--- src/rtl/arty_rst_ctrl.sv ---
// Reset sequencer for an MMCM-clocked domain: synchronizes the lock flag and keeps
// the system in reset until lock has been stable for HOLD_CYCLES cycles.
module arty_rst_ctrl #(
    parameter int SYNC_STAGES = 2,
    parameter int HOLD_CYCLES = 16
) (
    input  logic       clk_in,
    input  logic       resetn,
    input  logic       locked,
    input  logic       soft_rst,
    input  logic       clr_stat,
    output logic       sys_resetn,
    output logic [1:0] state,
    output logic       lock_lost,
    output logic [7:0] loss_cnt
);
    localparam int HC_W = (HOLD_CYCLES > 1) ? $clog2(HOLD_CYCLES) : 1;
    localparam logic [HC_W-1:0] HOLD_LAST = HC_W'(HOLD_CYCLES - 1);

    typedef enum logic [1:0] {
        WAIT_LOCK = 2'd0,
        HOLD      = 2'd1,
        RUN       = 2'd2,
        UNUSED    = 2'd3
    } state_t;

    state_t                 state_reg, state_next;
    logic [HC_W-1:0]        hold_cnt_reg, hold_cnt_next;
    logic                   lock_lost_reg, lock_lost_next;
    logic [7:0]             loss_cnt_reg, loss_cnt_next;
    logic                   sys_resetn_reg;
    logic [SYNC_STAGES-1:0] sync_reg;
    logic                   locked_s;
    logic                   loss_event;

    assign locked_s = sync_reg[SYNC_STAGES-1];

    always_ff @(posedge clk_in or negedge resetn) begin
        if (!resetn) begin
            sync_reg <= '0;
        end else begin
            sync_reg <= {sync_reg[SYNC_STAGES-2:0], locked};
        end
    end

    always_comb begin
        state_next    = state_reg;
        hold_cnt_next = hold_cnt_reg;
        loss_event    = 1'b0;
        case (state_reg)
            WAIT_LOCK: begin
                if (locked_s) begin
                    state_next    = HOLD;
                    hold_cnt_next = '0;
                end
            end
            HOLD: begin
                if (!locked_s) begin
                    state_next    = WAIT_LOCK;
                    hold_cnt_next = '0;
                end else if (hold_cnt_reg == HOLD_LAST) begin
                    state_next    = RUN;
                end else begin
                    hold_cnt_next = hold_cnt_reg + HC_W'(1);
                end
            end
            RUN: begin
                // Lock loss outranks a coincident soft reset.
                if (!locked_s) begin
                    state_next    = WAIT_LOCK;
                    hold_cnt_next = '0;
                    loss_event    = 1'b1;
                end else if (soft_rst) begin
                    state_next    = HOLD;
                    hold_cnt_next = '0;
                end
            end
            default: begin
                state_next    = WAIT_LOCK;
                hold_cnt_next = '0;
            end
        endcase
    end

    // A clear that coincides with a loss leaves exactly that one loss recorded.
    always_comb begin
        lock_lost_next = lock_lost_reg;
        loss_cnt_next  = loss_cnt_reg;
        if (clr_stat) begin
            lock_lost_next = loss_event;
            loss_cnt_next  = {7'd0, loss_event};
        end else if (loss_event) begin
            lock_lost_next = 1'b1;
            if (loss_cnt_reg != 8'hFF) begin
                loss_cnt_next = loss_cnt_reg + 8'd1;
            end
        end
    end

    always_ff @(posedge clk_in or negedge resetn) begin
        if (!resetn) begin
            state_reg      <= WAIT_LOCK;
            hold_cnt_reg   <= '0;
            lock_lost_reg  <= 1'b0;
            loss_cnt_reg   <= 8'd0;
            sys_resetn_reg <= 1'b0;
        end else begin
            state_reg      <= state_next;
            hold_cnt_reg   <= hold_cnt_next;
            lock_lost_reg  <= lock_lost_next;
            loss_cnt_reg   <= loss_cnt_next;
            sys_resetn_reg <= (state_next == RUN);
        end
    end

    assign sys_resetn = sys_resetn_reg;
    assign state      = state_reg;
    assign lock_lost  = lock_lost_reg;
    assign loss_cnt   = loss_cnt_reg;

endmodule

--- config.mk ---
export PLATFORM = sky130hd
export DESIGN_NAME = arty_rst_ctrl
export DESIGN_NICKNAME = d
export VERILOG_FILES = /design/src/rtl/arty_rst_ctrl.sv
export SDC_FILE = /design/constraint.sdc
export NUM_CORES = 1
export LEC_CHECK = 0
export ABC_AREA = 1
export CAP_MARGIN = 20
export CORE_MARGIN = 1
export CORE_UTILIZATION = 36
export DETAILED_ROUTE_END_ITERATION = 10
export SYNTH_ARGS = -nofsm -noshare
export SYNTH_HDL_FRONTEND = slang
export SYNTH_SLANG_ARGS = --single-unit
--- constraint.sdc ---
create_clock -name clk_in -period 3.8 [get_ports clk_in]
set_input_delay 0.95 -clock clk_in [delete_from_list [all_inputs] [get_ports clk_in]]
set_output_delay 0.95 -clock clk_in [all_outputs]
set_load 0.005 [all_outputs]
==> run metrics <==
core region area=0.00232 mm²; clock root buffer=clkbuf_4; DRT Pass-1 Iters=4; detailed-route via count=774; worst skew pair latency=0.28 ns; post-detailed-routing wire length=1.74 mm; max FFs per register=8; WHS=0.357 ns; number of antenna cells inserted=0; kind of end point of the critical path=output port; fill cell count=227; number of maximum-capacitance violations=0; number of antenna violations at the first check in global routing=0; Relative slew margins=48.7%; remaining routing DRC violations=0; count of buffers inserted at the top-level ports=16; switching component of the power=0.0000875 W; longest individual stage delay on the worst path=0.54 ns; Critical Path AT=1.28 ns; slowest stage cell, crit path=clkdlybuf4s50_1; power density over the cells=322 mW/mm²; number of register bits inferred by synthesis=18; highest net fanout along the worst path=6; cells traversed along the worst timing path=clkdlybuf4s50_1; layout-stage area growth over the synthesis result=23.9%; cell count after synthesis=113; via density per instance=4.84; unrepaired setup endpoints after global routing=false; weighted congestion at the end of routability-driven global placement=0.857; die extent in x=52.6 µm; Bufs and invs on worst path=1; internal power component=0.000280 W; Routed WL per cell=10.9 µm; remaining number of nets flagged by the antenna check after routing=0; Cell Area, Placed=0.00111 mm²; initial core utilization=39.8%; Final period util=58.6%; number of DRC violations after detailed-routing iteration 0=22; number of failing hold endpoints at the final stage=0; area taken by flip-flops and latches=450 µm²; Worst EP required=2.85 ns; most repeated cell in the gate-level netlist after synthesis=nand2_1; yosys warns=0; outcome=finished, final reports clean; Clock Sink Count=18; Cell Area, Synth=922 µm²; clock period minus worst slack=2.23 ns; share of layout cells above drive strength 1=8.33%; top cells by count, synth=nand2_1 (29), dfrtp_1 (18), nor2_1 (13); primary flip-flop cell chosen by synthesis mapping=dfrtp_1; sequential fraction of design power=58.8%; total setup violations reported at the end of the flow=0; worst supply voltage drop on vdd=0.262 mV; Cell Rows=17; Synthesized Nets=120; CTS tree=built; clock network fraction of total power=29.9%; count of flip-flops with a built-in enable after synthesis=0; cell types occupying the most area after synthesis=dfrtp_1 (49%), nand2_1 (12%), o21ai_0 (5.4%); detailed placer's ending HPWL=1.38 mm; floorplan die area=0.00277 mm²; # resized after CTS=0; class of the most critical setup path=reg2out; buffer count from post-CTS setup fixing=0; highest achievable clock rate=449 MHz; leakage component of the power=0.538 nW; share of total power consumed by net switching=23.8%; unique cell type count in the Yosys netlist=22; Worst-Margin Slew=0.767 ns; Clock transition at path regs=0.09 ns; area of the multi-input gates=415 µm²; clock tree skew after final layout=0.00485 ns; maximum number of pins on one net before global-route repair=19; kind of start point of the critical path=flop; power share of the combinational group=11.3%; number of pins exceeding their max-slew limit in the final report=0; number of global-route vias before repair=715; maximum clock insertion buffer count=2; Top delay family on crit path=buffers and inverters; fraction of registers with async set/reset=100%; Top Ports=17; number of nets in the layout=140; Post-Route Setup TNS=0 ns; share of the yosys chip area belonging to registers=48.8%; total global-route track usage=15.5%; post-synthesis area per instance=8.16 µm²; first-pass GRT wire length=3.06 mm; die boundary height=52.6 µm; HP Class=reg2reg; number of buffers added by the clock tree synthesis step=3; total congestion overflow=0; library cell occupying the most area in the post-synthesis netlist=dfrtp_1; Post-Layout Inst Area=0.00114 mm²; area share of the largest cell type after synthesis=48.8%; Hold Buf Count CTS=0; CTS H-tree depth=1
worst paths after layout:
path	from	to	slack (ns)	cells after the start
min	sync_reg[0]$_DFF_PN0_	sync_reg[1]$_DFF_PN0_	0.36	0
max reg2reg	loss_cnt[0]$_DFFE_PN0P_	loss_cnt[0]$_DFFE_PN0P_	2.23	7
min reg2reg	sync_reg[0]$_DFF_PN0_	sync_reg[1]$_DFF_PN0_	0.36	0
max	loss_cnt[2]$_DFFE_PN0P_	loss_cnt[2]	1.57	1
min in group asynchronous	resetn	hold_cnt_reg[3]$_DFFE_PN0P_	1.11	1
max in group asynchronous	resetn	loss_cnt[4]$_DFFE_PN0P_	2.21	1
cells in the final DEF (no fill, tap or decap), types with 2 or more instances in the layout:
cell type,netlist,routed
nor2_1,13,13
o21bai_1,2,2
nand2_1,29,29
clkbuf_4,0,3
a21oi_1,2,2
nand2_2,2,2
o21ai_0,10,10
nand3b_1,3,3
inv_1,11,11
nand3_1,9,9
clkdlybuf4s50_1,0,16
ha_1,2,2
nand4_1,2,2
dfrtp_1,18,18
logic make-up after synthesis:
| kind of cell | count (synthesis) | synth area share [%] |
|---|---|---|
| adder cells (fa/ha/maj) | 2 | 2.71 |
| AND/OR/NAND/NOR | 64 | 32.6 |
| AO/OA/AOI/OAI | 16 | 9.77 |
| buffers and inverters | 13 | 6.11 |
| flip-flops | 18 | 48.8 |
layer usage:
layer / up-vias / GRT usage, % / share of wire (%)
li1: 410 / - / -
met1: 345 / 20.4 / 52
met2: 17 / 23.2 / 42
met3: 2 / 6.09 / 4.4
met4: 0 / 4.82 / 0.98
met5: - / 0 / 0
area by class of cell:
| cell class | count | area share [%] |
|---|---|---|
| Tap cell | 28 | 3.07 |
| Clock buffer | 4 | 3.18 |
| Inverter | 12 | 3.94 |
| Timing Repair Buffer | 16 | 14.0 |
| Sequential cell | 18 | 39.4 |
| Multi-Input combinational cell | 82 | 36.4 |
power by group through the flow:
stage	Sequential [W]	Combinational (W)	Clock (W)
3_3_place_gp	0.000219	0.0000412	0
3_5_place_dp	0.000220	0.0000420	0
2_1_floorplan	0.000218	0.0000267	0
6_report	0.000216	0.0000415	0.000110
5_1_grt	0.000218	0.0000474	0.000126
4_1_cts	0.000216	0.0000421	0.000116
metrics by stage:
stage	total power, W	setup WS (ns)	cells	utilization [%]
floorplan	0.000244	2.13	113	-
CTS	0.000375	1.54	160	49.3
global route	0.000392	1.48	160	49.3
global placement	0.000260	1.49	156	47.7
finish	0.000367	1.57	160	49.3
detailed placement	0.000262	1.42	156	47.7
Power figures use the tool's default switching activity.
